### config.mk
export PLATFORM = sky130hd
export DESIGN_NAME = blake3_chunk_seq_flat
export DESIGN_NICKNAME = d
export VERILOG_FILES = /design/src/rtl/blake3_chunk_seq_if.sv /design/src/rtl/blake3_chunk_seq.sv /design/src/flat_wrapper.sv
export SDC_FILE = /design/constraint.sdc
export NUM_CORES = 2
export LEC_CHECK = 0
export ABC_AREA = 1
export BUFFER_PORTS_ARGS = -buffer_cell sky130_fd_sc_hd__buf_2
export CORE_AREA = 2 2 526 528
export CTS_CLUSTER_SIZE = 8
export DETAILED_ROUTE_END_ITERATION = 12
export DIE_AREA = 0 0 528 530
export GPL_ROUTABILITY_DRIVEN = 0
export PLACE_DENSITY = 0.36
export SLEW_MARGIN = 20
export SYNTH_ARGS = -nofsm -noshare
export SYNTH_HDL_FRONTEND = slang
export SYNTH_SLANG_ARGS = --single-unit
### constraint.sdc
create_clock -name clk -period 2.35 [get_ports clk]
set_input_delay 0.47 -clock clk [delete_from_list [all_inputs] [get_ports clk]]
set_output_delay 0.47 -clock clk [all_outputs]
set_load 0.03 [all_outputs]
### src/rtl/blake3_chunk_seq_if.sv
// blake3_chunk_seq_if: message/HashGen/digest bundle for blake3_chunk_seq
//   start, msg_len            : new-message request and its length in bytes
//   word, word_vld, word_rdy  : little-endian message word stream
//   hg_strt, hg_bl, hg_cs, hg_ce, hg_root, hg_h, hg_msg : compression request
//   hg_vld, hg_res            : compression result
//   dig, dig_vld, busy        : final digest and status
interface blake3_chunk_seq_if;
  logic start;
  logic [10:0] msg_len;
  logic [31:0] word;
  logic word_vld;
  logic word_rdy;
  logic hg_strt;
  logic [31:0] hg_bl;
  logic hg_cs;
  logic hg_ce;
  logic hg_root;
  logic [7:0][31:0] hg_h;
  logic [15:0][31:0] hg_msg;
  logic hg_vld;
  logic [7:0][31:0] hg_res;
  logic [7:0][31:0] dig;
  logic dig_vld;
  logic busy;
  modport slave (
    input start, msg_len, word, word_vld, hg_vld, hg_res,
    output word_rdy, hg_strt, hg_bl, hg_cs, hg_ce, hg_root, hg_h, hg_msg, dig, dig_vld, busy
  );
  modport master (
    output start, msg_len, word, word_vld, hg_vld, hg_res,
    input word_rdy, hg_strt, hg_bl, hg_cs, hg_ce, hg_root, hg_h, hg_msg, dig, dig_vld, busy
  );
endinterface

### src/rtl/blake3_chunk_seq.sv
// blake3_chunk_seq: splits one BLAKE3 chunk (<= MAX_LEN bytes) into 64-byte compression requests
//   clk   : clock
//   rst_n : asynchronous active-low reset
//   bus   : slave side of blake3_chunk_seq_if (message in, HashGen request/response, digest out)
module blake3_chunk_seq #(
  parameter int MAX_LEN = 1024
) (
  input logic clk,
  input logic rst_n,
  blake3_chunk_seq_if.slave bus
);
  localparam int WCW = $clog2(MAX_LEN / 4 + 1);
  localparam int BCW = $clog2(MAX_LEN / 64 + 1);
  localparam logic [7:0][31:0] IV = {32'h5BE0CD19, 32'h1F83D9AB, 32'h9B05688C, 32'h510E527F,
                                     32'hA54FF53A, 32'h3C6EF372, 32'hBB67AE85, 32'h6A09E667};
  typedef enum logic [2:0] {IDLE, LOAD, FIRE, WAIT, DONE} state_t;
  state_t state;
  logic [10:0] len;
  logic [BCW-1:0] nblk, blk;
  logic [WCW-1:0] nwords, wcnt;
  logic [7:0][31:0] cv;
  logic [15:0][31:0] msg;
  logic [10:0] blk_up, wd_up;
  logic [31:0] mask;
  logic last_word, blk_full, last_blk;
  assign bus.hg_msg = msg;
  always_comb begin
    blk_up = bus.msg_len + 11'd63;
    wd_up = bus.msg_len + 11'd3;
    last_word = wcnt == nwords - WCW'(1);
    blk_full = wcnt[3:0] == 4'd15;
    last_blk = blk == nblk - BCW'(1);
    // only the final message word can carry bytes beyond len
    mask = !last_word || len[1:0] == 2'd0 ? 32'hFFFFFFFF :
           len[1:0] == 2'd1 ? 32'h000000FF :
           len[1:0] == 2'd2 ? 32'h0000FFFF : 32'h00FFFFFF;
  end
  always_ff @(posedge clk or negedge rst_n)
    if (!rst_n) begin
      state <= IDLE;
      len <= '0;
      nblk <= '0;
      blk <= '0;
      nwords <= '0;
      wcnt <= '0;
      cv <= '0;
      msg <= '0;
      bus.word_rdy <= 1'b0;
      bus.hg_strt <= 1'b0;
      bus.hg_bl <= '0;
      bus.hg_cs <= 1'b0;
      bus.hg_ce <= 1'b0;
      bus.hg_root <= 1'b0;
      bus.hg_h <= '0;
      bus.dig <= '0;
      bus.dig_vld <= 1'b0;
      bus.busy <= 1'b0;
    end else begin
      bus.hg_strt <= 1'b0;
      bus.dig_vld <= 1'b0;
      case (state)
        IDLE: if (bus.start) begin
          len <= bus.msg_len;
          nblk <= bus.msg_len == '0 ? BCW'(1) : BCW'(blk_up >> 6);
          nwords <= WCW'(wd_up >> 2);
          blk <= '0;
          wcnt <= '0;
          msg <= '0;
          bus.busy <= 1'b1;
          // an empty message is a single all-zero block fired straight away
          if (bus.msg_len == '0) begin
            state <= FIRE;
            bus.hg_strt <= 1'b1;
            bus.hg_bl <= '0;
            bus.hg_cs <= 1'b1;
            bus.hg_ce <= 1'b1;
            bus.hg_root <= 1'b1;
            bus.hg_h <= IV;
          end else begin
            state <= LOAD;
            bus.word_rdy <= 1'b1;
          end
        end
        LOAD: if (bus.word_vld) begin
          msg[wcnt[3:0]] <= bus.word & mask;
          wcnt <= wcnt + WCW'(1);
          // request fields are registered here so HgStrt follows the last word by one cycle
          if (blk_full || last_word) begin
            state <= FIRE;
            bus.word_rdy <= 1'b0;
            bus.hg_strt <= 1'b1;
            bus.hg_bl <= last_blk ? 32'(len - 11'({blk, 6'd0})) : 32'd64;
            bus.hg_cs <= blk == '0;
            bus.hg_ce <= last_blk;
            bus.hg_root <= last_blk;
            bus.hg_h <= blk == '0 ? IV : cv;
          end
        end
        FIRE: state <= WAIT;
        WAIT: if (bus.hg_vld) begin
          cv <= bus.hg_res;
          if (bus.hg_ce) begin
            state <= DONE;
            bus.dig <= bus.hg_res;
            bus.dig_vld <= 1'b1;
          end else begin
            state <= LOAD;
            blk <= blk + BCW'(1);
            msg <= '0;
            bus.word_rdy <= 1'b1;
          end
        end
        DONE: begin
          state <= IDLE;
          bus.busy <= 1'b0;
        end
        default: state <= IDLE;
      endcase
    end
endmodule
### src/flat_wrapper.sv
// flat-port wrapper written by rule: the top's interface ports become plain ports
module blake3_chunk_seq_flat 
#(
  parameter int MAX_LEN = 1024
)
  (clk, rst_n, bus_start, bus_msg_len, bus_word, bus_word_vld, bus_hg_vld, bus_hg_res, bus_word_rdy, bus_hg_strt, bus_hg_bl, bus_hg_cs, bus_hg_ce, bus_hg_root, bus_hg_h, bus_hg_msg, bus_dig, bus_dig_vld, bus_busy);
  blake3_chunk_seq_if bus_i ();
  input logic clk;
  input logic rst_n;
  input wire logic [$bits(bus_i.start)-1:0] bus_start;
  input wire logic [$bits(bus_i.msg_len)-1:0] bus_msg_len;
  input wire logic [$bits(bus_i.word)-1:0] bus_word;
  input wire logic [$bits(bus_i.word_vld)-1:0] bus_word_vld;
  input wire logic [$bits(bus_i.hg_vld)-1:0] bus_hg_vld;
  input wire logic [$bits(bus_i.hg_res)-1:0] bus_hg_res;
  output wire logic [$bits(bus_i.word_rdy)-1:0] bus_word_rdy;
  output wire logic [$bits(bus_i.hg_strt)-1:0] bus_hg_strt;
  output wire logic [$bits(bus_i.hg_bl)-1:0] bus_hg_bl;
  output wire logic [$bits(bus_i.hg_cs)-1:0] bus_hg_cs;
  output wire logic [$bits(bus_i.hg_ce)-1:0] bus_hg_ce;
  output wire logic [$bits(bus_i.hg_root)-1:0] bus_hg_root;
  output wire logic [$bits(bus_i.hg_h)-1:0] bus_hg_h;
  output wire logic [$bits(bus_i.hg_msg)-1:0] bus_hg_msg;
  output wire logic [$bits(bus_i.dig)-1:0] bus_dig;
  output wire logic [$bits(bus_i.dig_vld)-1:0] bus_dig_vld;
  output wire logic [$bits(bus_i.busy)-1:0] bus_busy;
  assign bus_i.start = bus_start;
  assign bus_i.msg_len = bus_msg_len;
  assign bus_i.word = bus_word;
  assign bus_i.word_vld = bus_word_vld;
  assign bus_i.hg_vld = bus_hg_vld;
  assign bus_i.hg_res = bus_hg_res;
  assign bus_word_rdy = bus_i.word_rdy;
  assign bus_hg_strt = bus_i.hg_strt;
  assign bus_hg_bl = bus_i.hg_bl;
  assign bus_hg_cs = bus_i.hg_cs;
  assign bus_hg_ce = bus_i.hg_ce;
  assign bus_hg_root = bus_i.hg_root;
  assign bus_hg_h = bus_i.hg_h;
  assign bus_hg_msg = bus_i.hg_msg;
  assign bus_dig = bus_i.dig;
  assign bus_dig_vld = bus_i.dig_vld;
  assign bus_busy = bus_i.busy;
  blake3_chunk_seq #(.MAX_LEN(MAX_LEN)) u_core (.clk(clk), .rst_n(rst_n), .bus(bus_i));
endmodule
==> impl_metrics.json <==
{
  "status": "finished clean",
  "cts_sinks": 1340,
  "h-tree-depth": 4,
  "fin_skew_ns": 0.0832,
  "dieArea_um2": 280000,
  "cts_tree": "yes",
  "whs_ns": 0.134,
  "top_layer": "met4",
  "cp_max_fo": 13,
  "irDropWorstVdd_mv": 0.777,
  "rsz0062_at_grt": "true",
  "crit_arrival_ns": 3.03,
  "gr-total-overflow": 0,
  "synth_edf_count": 0,
  "start_util_pct": 19.5,
  "clk_latency_ns": 0.87,
  "wl_met3_um": 23900,
  "clockBufferDepth": 4,
  "seq_area_frac_synth_pct": 62.4,
  "cap_viol_max_count": 0,
  "drtIter0Drc": 2815,
  "drive_gt1_share_pct": 31.9,
  "max_slew_margin_pct": 36.2,
  "vias": 46600,
  "synth_seq_cells": 1340,
  "drtAntennaViolNets": 0,
  "hold_viol": 0,
  "synth_area_per_cell_um2": 9.60,
  "yosysWarningCount": 0,
  "setup_viol": 0,
  "yosysMostFrequentCell": "nand2_1",
  "fmax_mhz": 427,
  "power.leakage_uw": 0.0398,
  "cp-end-kind": "flip-flop",
  "std_cell_rows": 193,
  "dp_hpwl_um": 197000,
  "wl_per_cell_um": 24.8,
  "crit_required_ns": 3.03,
  "synth_top_area_share_pct": 62.4,
  "antenna_found_initial": 75,
  "grt_pass1_vias": 48200,
  "grt_pass1_wl_um": 372000,
  "drt-total-wl_um": 274000,
  "ys.flop_type": "dfrtp_1",
  "setup_tns_ns": 0,
  "synth_nets": 5913,
  "synthArstFlopShare_pct": 100,
  "final_net_count": 7714,
  "synthesis.area_um2": 53700,
  "cts_root_buffer": "clkbuf_16",
  "fin_crit_ns": 2.34,
  "drt-met1-wl_um": 107000,
  "ys_top_cells_by_count": "1,828 x nand2_1, 1,340 x dfrtp_1, 559 x nand3_1",
  "die_x_um": 528,
  "tightest_slew_ns": 0.957,
  "yosys.area.top_type": "dfrtp_1",
  "syn_to_final_growth_pct": 43.0,
  "min_path_type": "primary input to flip-flop",
  "cp-start-kind": "flip-flop",
  "die_h_um": 530,
  "cts_buffers": 194,
  "dr.pass1.iters": 5,
  "wl_met2_um": 133000,
  "grt_usage_pct": 18.4,
  "path_class": "flip-flop to flip-flop",
  "syn_inst": 5593,
  "p_per_area_nw_per_um2": 1350,
  "via_per_inst": 4.22,
  "ios": 1367,
  "grt_max_degree": 75,
  "ys_types": 39,
  "core_um2": 275000,
  "drv_slew": 0,
  "io_buffer_count": 1366,
  "period_share_pct": 99.7,
  "route.detailed.drc": 0,
  "cts.clk_slew.worst_paths_ns": 0.06,
  "netlist_top_cells_area": "dfrtp_1 62%, nand2_1 13%, mux2_2 5.2%"
}
## logic make-up (layout without fill, tap and decap cells)
logic type / Yosys count / in the layout / synth area share (%)
other: 0 / 17 / 0
adders and majority gates: 16 / 16 / 0.387
AOI/OAI and AO/OA: 585 / 585 / 5.49
DFF: 1340 / 1340 / 62.4
muxes: 250 / 250 / 5.24
buffers and inverters: 769 / 2597 / 6.20
and+or+nand+nor: 2616 / 2616 / 20.0
xor gates and xnor gates: 17 / 17 / 0.277
## layout by cell type (no fill, tap or decap), types with 3 or more instances in the layout
cell,n
buf_8,12
o21ai_2,9
dfrtp_1,1339
buf_2,1365
nand3_1,499
clkbuf_8,3
mux2_2,250
nand4_1,4
inv_1,345
dlygate4sd3_1,267
nand3_2,61
inv_16,3
a21oi_1,23
nand2_2,17
nor3_1,21
o21ai_1,157
clkbuf_16,226
clkinvlp_4,5
clkbuf_1,9
inv_2,30
diode_2,17
nor2_2,12
buf_16,13
nor2_1,162
xor2_1,11
o21ai_0,385
buf_4,172
nand2_1,1800
ha_1,14
nand3b_1,3
buf_12,112
nand2_4,5
nand2_8,9
nor2_4,17
buf_6,24
xnor2_1,6
inv_6,3
## area by class of cell
class,instances,area [um2]
diodes,17,42.5
clock buffers,209,5000
clock inverters,14,231
fillers,29400,198000
inverters,380,1450
multi-input cells,3484,17500
flip-flops and latches,1340,33500
well taps,3607,4510
repair buffers,1994,14600
## flip-flops by register name (all words and copies together) (netlist names), 3 cells and up
register	flops
u_core.bus.hg_msg	512
u_core.bus.dig	256
u_core.bus.hg_h	256
u_core.cv	256
u_core.bus.hg_bl	12
u_core.len	11
u_core.nwords	9
u_core.wcnt	9
u_core.blk	5
u_core.nblk	5
u_core.state	3
## routing by layer
| layer | global-route usage, % | vias to the layer above |
|---|---|---|
| li1 | - | 21400 |
| met4 | 5.64 | 0 |
| met3 | 6.66 | 459 |
| met2 | 31.3 | 1658 |
| met1 | 21.3 | 23100 |
| met5 | 0 | - |
## critical path: stages (launching register included)
cell and delay [ns]:
dfrtp_1 0.39, buf_6 0.13, nor3_4 0.25, nand2_1 0.10, nand2_2 0.08, nand2_1 0.05
nand2_1 0.07, nand2_2 0.07, nor2_4 0.18, buf_6 0.13, nand4_1 0.09, buf_6 0.17
buf_12 0.16, buf_4 0.19, nand3_1 0.08, nand2_1 0.07
## metrics by stage
step / setup WS [ns] / std cells / cell area (um2) / util [%] / total power, uW
2_1_floorplan: 0.288 / 5593 / 53700 / - / 57400
3_3_place_gp: -0.173 / 10500 / 67000 / 24.4 / 76000
3_5_place_dp: -0.148 / 10500 / 67000 / 24.4 / 76200
4_1_cts: 0.00845 / 11000 / 75000 / 27.3 / 103000
5_1_grt: -0.144 / 11000 / 76800 / 28.0 / 110000
6_report: 0.00701 / 11000 / 76800 / 28.0 / 104000
## final timing paths
| kind | start | to | slack (ns) | depth (start not counted) |
|---|---|---|---|---|
| setup / recovery | u_core.nwords[0] | u_core.bus.hg_msg[113] | 0.007 | 15 |
| min in group asynchronous | rst_n | u_core.bus.hg_h[142] | 0.25 | 2 |
| hold reg to reg | u_core.bus.hg_bl[5] | u_core.bus.hg_bl[5] | 0.46 | 2 |
| hold / removal | bus_msg_len[0] | u_core.len[0] | 0.13 | 4 |
| setup reg to reg | u_core.nwords[0] | u_core.bus.hg_msg[113] | 0.007 | 15 |
| max in group asynchronous | rst_n | u_core.bus.hg_msg[355] | 1.10 | 3 |
## what timing repair did
action                                  4_1_cts  5_1_grt
endpoints found under the hold margin       733        0
gates resized for setup                      15      219
setup buffers                                 4       17
endpoints found under the setup margin      605      753
cloned                                        1       32
hold buffers                                267        0
pin swaps                                     1       66
## where the power goes
part	internal, uW	switching [uW]	leakage [uW]
logic	13600	30600	0.0197
registers	30200	3710	0.0175
clock network	15100	10900	0.00256
Note: power is estimated with default switching activity, not from simulation.
